$ cat config.mk
export PLATFORM = sky130hd
export DESIGN_NAME = mm_read_client
export DESIGN_NICKNAME = d
export VERILOG_FILES = /design/src/rtl/mm_read_client.sv
export SDC_FILE = /design/constraint.sdc
export NUM_CORES = 1
export LEC_CHECK = 0
export ABC_AREA = 1
export BUFFER_PORTS_ARGS = -buffer_cell sky130_fd_sc_hd__buf_2
export CORE_UTILIZATION = 60
export CTS_CLUSTER_SIZE = 8
export DETAILED_ROUTE_END_ITERATION = 10
export PLACE_DENSITY_LB_ADDON = 0.2
export RECOVER_POWER = 100
export SLEW_MARGIN = 20
export SYNTH_ARGS = -nofsm -noshare
export SYNTH_HDL_FRONTEND = slang
export SYNTH_SLANG_ARGS = --single-unit
$ cat constraint.sdc
create_clock -name clk -period 4.3 [get_ports clk]
set_input_delay 0.86 -clock clk [delete_from_list [all_inputs] [get_ports clk]]
set_output_delay 0.86 -clock clk [all_outputs]
set_load 0.01 [all_outputs]
$ cat src/rtl/mm_read_client.sv
// mm_read_client: per-requester read front-end for one multimemory read port.
// Tagged cmds in, r_addr/r_avalid issue, in-order r_dvalid returns paired with
// tags into a registered, back-pressurable response channel. Credits cap reads
// in flight plus buffered at DEPTH because the return path cannot stall.
// Ports: clk, rst (async, active-high)
//   cmd_valid/cmd_ready/cmd_addr/cmd_tag : command channel
//   r_addr/r_avalid/r_aready             : memory address handshake
//   r_dvalid/r_data                      : memory data return
//   rsp_valid/rsp_ready/rsp_data/rsp_tag : response channel
//   outstanding                          : reserved slots
//   err_unexpected                       : sticky spurious-return flag
module mm_read_client #(
  parameter int DATA_WIDTH = 16,
  parameter int ADDR_WIDTH = 16,
  parameter int TAG_WIDTH  = 4,
  parameter int DEPTH      = 4
) (
  input  logic                     clk,
  input  logic                     rst,
  input  logic                     cmd_valid,
  output logic                     cmd_ready,
  input  logic [ADDR_WIDTH-1:0]    cmd_addr,
  input  logic [TAG_WIDTH-1:0]     cmd_tag,
  output logic [ADDR_WIDTH-1:0]    r_addr,
  output logic                     r_avalid,
  input  logic                     r_aready,
  input  logic                     r_dvalid,
  input  logic [DATA_WIDTH-1:0]    r_data,
  output logic                     rsp_valid,
  input  logic                     rsp_ready,
  output logic [DATA_WIDTH-1:0]    rsp_data,
  output logic [TAG_WIDTH-1:0]     rsp_tag,
  output logic [$clog2(DEPTH):0]   outstanding,
  output logic                     err_unexpected
);

  localparam int PW = $clog2(DEPTH);
  localparam int CW = PW + 1;
  localparam int RW = TAG_WIDTH + DATA_WIDTH;
  localparam logic [CW-1:0] DEPTH_C = CW'(DEPTH);

  logic [ADDR_WIDTH-1:0] addr_q, addr_d;
  logic                  avalid_q, avalid_d;
  logic [CW-1:0]         out_q, out_d;
  logic [CW-1:0]         iss_q, iss_d;
  logic                  err_q, err_d;
  logic [PW:0]           tag_wp_q, tag_wp_d;
  logic [PW:0]           tag_rp_q, tag_rp_d;
  logic [PW:0]           rf_wp_q, rf_wp_d;
  logic [PW:0]           rf_rp_q, rf_rp_d;
  logic                  rvld_q, rvld_d;
  logic [RW-1:0]         rsp_q, rsp_d;

  logic [TAG_WIDTH-1:0]  tag_mem [DEPTH];
  logic [RW-1:0]         rf_mem  [DEPTH];

  logic accept, hs, ret_ok, rsp_hs;
  logic load, rf_empty, rf_push, rf_pop;
  logic [RW-1:0] ret_word;

  assign cmd_ready = (out_q < DEPTH_C) && (!avalid_q || r_aready);
  assign accept    = cmd_valid && cmd_ready;
  assign hs        = avalid_q && r_aready;
  // A return only counts against reads already issued; a same-cycle
  // address handshake cannot be answered yet.
  assign ret_ok    = r_dvalid && (iss_q != '0);
  assign rsp_hs    = rvld_q && rsp_ready;
  assign load      = !rvld_q || rsp_ready;
  assign rf_empty  = (rf_wp_q == rf_rp_q);
  assign ret_word  = {tag_mem[tag_rp_q[PW-1:0]], r_data};
  // Output register takes a return directly when nothing is queued ahead.
  assign rf_pop    = load && !rf_empty;
  assign rf_push   = ret_ok && !(load && rf_empty);

  always_comb begin
    addr_d   = addr_q;
    avalid_d = avalid_q;
    if (accept) begin
      addr_d   = cmd_addr;
      avalid_d = 1'b1;
    end else if (hs) begin
      avalid_d = 1'b0;
    end
    out_d    = out_q + CW'(accept) - CW'(rsp_hs);
    iss_d    = iss_q + CW'(hs) - CW'(ret_ok);
    err_d    = err_q || (r_dvalid && (iss_q == '0));
    tag_wp_d = tag_wp_q + (PW+1)'(accept);
    tag_rp_d = tag_rp_q + (PW+1)'(ret_ok);
    rf_wp_d  = rf_wp_q + (PW+1)'(rf_push);
    rf_rp_d  = rf_rp_q + (PW+1)'(rf_pop);
    rvld_d   = rvld_q;
    rsp_d    = rsp_q;
    if (load) begin
      if (!rf_empty) begin
        rvld_d = 1'b1;
        rsp_d  = rf_mem[rf_rp_q[PW-1:0]];
      end else if (ret_ok) begin
        rvld_d = 1'b1;
        rsp_d  = ret_word;
      end else begin
        rvld_d = 1'b0;
      end
    end
  end

  always_ff @(posedge clk or posedge rst) begin
    if (rst) begin
      addr_q   <= '0;
      avalid_q <= 1'b0;
      out_q    <= '0;
      iss_q    <= '0;
      err_q    <= 1'b0;
      tag_wp_q <= '0;
      tag_rp_q <= '0;
      rf_wp_q  <= '0;
      rf_rp_q  <= '0;
      rvld_q   <= 1'b0;
      rsp_q    <= '0;
    end else begin
      addr_q   <= addr_d;
      avalid_q <= avalid_d;
      out_q    <= out_d;
      iss_q    <= iss_d;
      err_q    <= err_d;
      tag_wp_q <= tag_wp_d;
      tag_rp_q <= tag_rp_d;
      rf_wp_q  <= rf_wp_d;
      rf_rp_q  <= rf_rp_d;
      rvld_q   <= rvld_d;
      rsp_q    <= rsp_d;
    end
  end

  always_ff @(posedge clk) begin
    if (accept)
      tag_mem[tag_wp_q[PW-1:0]] <= cmd_tag;
    if (rf_push)
      rf_mem[rf_wp_q[PW-1:0]] <= ret_word;
  end

  assign r_addr         = addr_q;
  assign r_avalid       = avalid_q;
  assign rsp_valid      = rvld_q;
  assign rsp_data       = rsp_q[DATA_WIDTH-1:0];
  assign rsp_tag        = rsp_q[RW-1:DATA_WIDTH];
  assign outstanding    = out_q;
  assign err_unexpected = err_q;

endmodule

---- Yosys cells after proc, flatten, opt, wreduce, memory -nomap -nowiden ----
Memory sizes are Yosys's and may differ from the RTL's.
Cells that the tools add are included.
Widths: inputs -> output; s select.
storage, ports and cells
  bits in registers ....................... 57
  logic and storage cells ................. 54
  memories kept ........................... 2
  bits of input ports ..................... 42
  latch bits .............................. 0
  bits in read-only memories .............. 0
  RAM bits ................................ 96
memories
  name     words  bits a word  rd ports  clocked after memory_dff  wr ports  RTL line  text
  rf_mem   4      20           1         0                         1         55        logic [RW-1:0] rf_mem [DEPTH];
  tag_mem  4      4            1         0                         1         54        logic [TAG_WIDTH-1:0] tag_mem [DEPTH];
cells by class
  order comparisons ....................... 1
  $add $sub $neg .......................... 8
  divide/modulo/power cells ............... 0
  reduce and logical (&&, ||, !) cells .... 20
  $mul .................................... 0
  bitwise operators ....................... 0
  shift operators ......................... 0
  eq/ne operators ......................... 2
  multiplexer cells ....................... 10
operators with widths
  kind                number
  $mux 20             2
  $add 3x1->3         6
  $logic_and 1x1->1   9
  $mux 1              8
  $sub 3x1->3         2
  $logic_not 1->1     4
  $eq 3x3->1          1
  $logic_not 3->1     1
  $logic_or 1x1->1    3
  $lt 3x3->1 const B  1
  $reduce_bool 3->1   1
  $ne 2x2->1 const B  1
  $reduce_and 2->1    1
  $reduce_bool 2->1   1

---- Longest topological paths before layout ----
  word-level depth ........................ 7
  depth in mapped cells ................... 11
  mapped depth without buffers ............ 10

---- Least setup slack after synthesis ----
OpenSTA, ideal clock, no wires.
  path type ............................... input port to flip-flop
  start point ............................. input port r_aready
  end point ............................... register out_q[2], in the netlist outstanding[2]
  path slack .............................. 1499 ps
  stages on the path ...................... 10
  data required time ...................... 4171 ps
  arrival time ............................ 2672 ps
  cells stage by stage .................... inv_1 -> a21oi_1 -> nand2_1 -> clkbuf_1 -> ha_1 -> inv_1 -> ha_1 -> fa_1 -> xnor2_1 -> xor2_1
on the way
  word-level cells in the longest chain between the ends .. 5
ends and longest elaborated chain
  what                  RTL line  text
  from (decl)           26        input logic r_aready,
  $logic_or 1x1->1      61        assign cmd_ready = (out_q < DEPTH_C) && (!avalid_q || r_aready);
  $logic_and 1x1->1     61
  via cmd_ready         21        output logic cmd_ready,
  $logic_and 1x1->1     62        assign accept = cmd_valid && cmd_ready;
  $add 3x1->3           84        out_d = out_q + CW'(accept) - CW'(rsp_hs);
  $sub 3x1->3           84
  via out_d[2]          44        logic [CW-1:0] out_q, out_d;
  to (signal assigned)  122       out_q <= out_d;
  to (decl)             44
The timed path passes the listed nets, and every way through them passes these cells.
A chain may end at the register's enable or synchronous reset.

---- Worst setup path in the final report ----
  start point ............................. register rf_rp_q[0]
  end point ............................... memory rf_mem[0][16] (netlist name), enable pin
on the way
  word-level cells in the longest chain between the ends .. 6
ends and longest elaborated chain
  what                          RTL line  text
  from (decl)                   50        logic [PW:0] rf_rp_q, rf_rp_d;
  from (signal assigned)        128       rf_rp_q <= rf_rp_d;
  $eq 3x3->1                    69        assign rf_empty = (rf_wp_q == rf_rp_q);
  $logic_and 1x1->1             73        assign rf_push = ret_ok && !(load && rf_empty);
  $logic_not 1->1               73
  $logic_and 1x1->1             73
  $mux 1                        137       if (rf_push)
  $mux 1 (implied by the code)  138       rf_mem[rf_wp_q[PW-1:0]] <= ret_word;
  to (decl)                     55
Every way passes these cells.

==> reports/results.md <==
| Result | This run | Unit |
|:---|:---|:---|
| Result of the run | complete, but fails checks | - |
| Violations in the final reports | capacitance limit, slew limit | - |
| Number of unique standard cell types used by synthesis | 21 | - |
| Area enclosed by the die boundary | 0.0111 | sq mm |
| Hold_ws | 0.475 | ns |
| Worst setup slack for register-to-register paths | 1.08 | ns |
| Number of max-capacitance violations reported | 1 | - |
| GPL Wtd Cong | 0.793 | - |
| First-pass iteration count of the detailed router | 5 | - |
| Lkg Pwr | 3.46 | nW |
| Cell area after placement | 0.00693 | sq mm |
| Average vias per placed instance | 5.10 | - |
| Leading cell types in the layout, fill and taps excluded | 338 x sky130_fd_sc_hd__nand2_1, 96 x sky130_fd_sc_hd__edfxtp_1, 69 x sky130_fd_sc_hd__clkbuf_1 | - |
| Nature of the critical path endpoint | flip-flop | - |
| Number of hold violations in the final report | 0 | - |
| Clock-pin transition on the worst setup and hold timing paths | 0.06 | ns |
| Hpwl dp | 7850 | um |
| Endpoint of the worst register-to-register path | rf_mem[0][16] | - |
| DIE WIDTH | 105 | um |
| Most common library cell in the layout ignoring fill and taps | sky130_fd_sc_hd__nand2_1 | - |
| Clock Root Buffer | sky130_fd_sc_hd__clkbuf_8 | - |
| Placeable core area | 0.0103 | sq mm |
| Summed instance area of the synthesized netlist | 0.00639 | sq mm |
| Height of the die | 105 | um |
| Worst skew pair latency | 0.53 | ns |
| Number of I/O pins | 85 | - |
| Total via count in the routed design | 4540 | - |
| Portion of total power attributed to combinational logic | 0.349 | - |
| Number of sinks handled by clock tree synthesis | 151 | - |
| CP Capture Point | rf_mem[0][16] | - |
| Reg2reg path depth | 8 | - |
| Power density over the cells | 792 | mW/mm^2 |
| WL per Instance | 14.4 | um |
| Bufs on Longest Clock Path | 2 | - |
| Total global-route track usage | 0.254 | - |
| Cell Rows | 37 | - |
| Worst supply voltage drop on vdd | 0.481 | mV |
| Number of buffers added by the clock tree synthesis step | 17 | - |
| Data arrival at the endpoint of the critical path | 3.37 | ns |
| Transition at the pin with the smallest max-transition slack | 2.13 | ns |
| Startpoint of the worst-slack reg-to-reg timing path | rf_rp_q[0] | - |
| Diodes inserted | 0 | - |
| Shortest clock period the worst path allows after layout | 3.22 | ns |
| Number of design rule violations left after detail routing | 0 | - |
| Vias in the first global route | 4501 | - |
| Proportion of power drawn by the clock network | 0.259 | - |
| Final core utilization | 0.721 | - |
| Count of final setup violators | 0 | - |
| Initial Util | 0.619 | - |
| Type of the tightest min-delay check | reg2reg | - |
| Total of cells resized after clock tree synthesis | 0 | - |
| Number of buffers inserted to repair setup after CTS | 0 | - |
| Crit start category | flip-flop | - |
| Worst rel slew slack | -0.426 | - |
| Switching fraction of total power | 0.379 | - |
| Seq cells post-synth | 151 | - |
| Mean instance size in the synthesized netlist | 9.76 | sq um |
| Final worst-path cycle share | 0.749 | - |
| Internal portion of total power | 3.66 | mW |
| CP Data Required Time | 4.45 | ns |
| Fraction of final layout cells with drive strength greater than 1 | 0.0821 | - |
| Final non-filler cell area | 0.00745 | sq mm |
| Final Skew | 0.0111 | ns |
| CTS tree | built | - |
| Wire length of the first global-routing pass | 21000 | um |
| Share of the yosys chip area belonging to registers | 0.667 | - |
| Peak fanout along the critical path | 22 | - |
| Synth-to-layout area growth | 16.6 | % |
| Initial antenna violation count | 0 | - |
| Nets | 794 | - |
| Max Transition Viols Final | 48 | - |
| Post-Synthesis Cells | 654 | - |
| I/O Buffers | 84 | - |
| Routed wire length | 12800 | um |
| Setup TNS | 0 | ns |
| Synthesized net count | 706 | - |
| Initial DRC count | 281 | - |
| DRT antenna net count | 0 | - |
| Critical Path Source | rf_rp_q[0] | - |
| Clock H-tree levels | 4 | - |
| Setup repair after global routing missed its margin | no | - |
| Number of warnings issued by yosys | 0 | - |
| Largest net degree at the start of global routing | 63 | - |
| Final total power | 5.90 | mW |
| Maximum achievable frequency | 0.311 | GHz |
| Fraction of power consumed by sequential logic | 0.392 | - |
| Total grt overflow | 0 | - |
| Category of the most critical setup path | reg2reg | - |
| Hold-fix buffer count after cts | 0 | - |
| Switching power | 2.24 | mW |
==> Yosys cell counts <==
master | count | area share
sky130_fd_sc_hd__xnor2_1 | 3 | 0.0041
sky130_fd_sc_hd__buf_1 | 2 | 0.0012
sky130_fd_sc_hd__o21ai_1 | 21 | 0.016
sky130_fd_sc_hd__buf_4 | 1 | 0.0012
sky130_fd_sc_hd__edfxtp_1 | 96 | 0.45
sky130_fd_sc_hd__ha_1 | 8 | 0.016
sky130_fd_sc_hd__inv_1 | 41 | 0.024
sky130_fd_sc_hd__nor3_1 | 4 | 0.0031
sky130_fd_sc_hd__xor2_1 | 8 | 0.011
sky130_fd_sc_hd__nand2_1 | 337 | 0.20
sky130_fd_sc_hd__o21bai_1 | 1 | 0.0012
sky130_fd_sc_hd__or2_1 | 4 | 0.0039
sky130_fd_sc_hd__a21oi_1 | 2 | 0.0016
sky130_fd_sc_hd__clkbuf_1 | 6 | 0.0035
sky130_fd_sc_hd__buf_2 | 16 | 0.013
sky130_fd_sc_hd__fa_1 | 2 | 0.0063
sky130_fd_sc_hd__nand2_2 | 1 | 0.00098
sky130_fd_sc_hd__inv_2 | 9 | 0.0053
sky130_fd_sc_hd__dfrtp_1 | 55 | 0.22
sky130_fd_sc_hd__nand3_1 | 6 | 0.0047
sky130_fd_sc_hd__nor2_1 | 31 | 0.018
==> critical path: stages, from the launching register on <==
cell and delay [ns]:
sky130_fd_sc_hd__dfrtp_1 0.41, sky130_fd_sc_hd__inv_1 0.62, sky130_fd_sc_hd__nand2_1 0.15, sky130_fd_sc_hd__nand2_1 0.12, sky130_fd_sc_hd__nor2_1 0.06, sky130_fd_sc_hd__nand2_1 0.08, sky130_fd_sc_hd__o21ai_0 0.19, sky130_fd_sc_hd__nor2_1 0.47
sky130_fd_sc_hd__clkbuf_1 0.75
==> metrics by stage <==
step | worst slack, ns | std cells
finish | 1.08 | 891
global route | 0.833 | 891
CTS | 1.78 | 891
detailed placement | 1.46 | 859
global placement | 1.60 | 859
floorplan | 1.50 | 654
==> power by group through the flow <==
| stage | Sequential, mW | Combinational, mW | Clock (mW) |
|---|---|---|---|
| 2_1_floorplan | 2.37 | 1.41 | 0 |
| 3_3_place_gp | 2.30 | 2.02 | 0 |
| 3_5_place_dp | 2.31 | 2.11 | 0 |
| 4_1_cts | 2.30 | 2.14 | 1.54 |
| 5_1_grt | 2.36 | 2.36 | 1.60 |
| 6_report | 2.31 | 2.06 | 1.53 |
==> how the worst min path moves through the flow <==
stage	start	end	slack, ns	cells after the start
after floorplan	rf_rp_q[0]	rf_rp_q[0]	0.47	1
after global placement	err_unexpected	err_unexpected	0.46	1
after detailed placement	rsp_q[10]	rsp_q[10]	0.46	2
after CTS	rsp_q[10]	rsp_q[10]	0.48	2
after global routing	err_unexpected	err_unexpected	0.50	1
final	rsp_q[10]	rsp_q[10]	0.48	2
==> logic make-up (layout without fill, tap and decap cells) <==
| kind of cell | count (synthesis) | after routing | synth area share |
|---|---|---|---|
| xor+xnor | 11 | 11 | 0.0151 |
| buf+inv | 75 | 176 | 0.0478 |
| flops | 151 | 151 | 0.667 |
| fa+ha+maj | 10 | 10 | 0.0219 |
| compound gates | 24 | 24 | 0.0192 |
| simple gates | 383 | 383 | 0.229 |
==> final cells by class <==
type | instances | area (sq um)
Tap cell | 136 | 170
Timing Repair Buffer | 94 | 397
Clock inverter | 15 | 198
Fill cell | 775 | 2880
Inverter | 50 | 189
Sequential cell | 151 | 4260
Clock buffer | 17 | 414
Multi-Input combinational cell | 428 | 1820
==> registers in the layout (all words and copies together), names as in the netlist, 2 cells and up <==
| register | cells |
|---|---|
| tag_rp_q | 2 |
| outstanding | 3 |
| rf_mem | 80 |
| rsp_q | 20 |
| rf_rp_q | 3 |
| iss_q | 3 |
| tag_mem | 16 |
| tag_wp_q | 2 |
| rf_wp_q | 3 |
| r_addr | 16 |
==> per-layer routing <==
metal | up-vias | GRT usage | routed length, um | part of all wire
met5 | - | 0 | 0 | 0
met4 | 0 | 0.108 | 193 | 0.015
met3 | 16 | 0.0580 | 854 | 0.067
met2 | 169 | 0.426 | 6400 | 0.50
met1 | 2131 | 0.318 | 5370 | 0.42
li1 | 2224 | - | - | -
(Power assumes the default switching activity.)
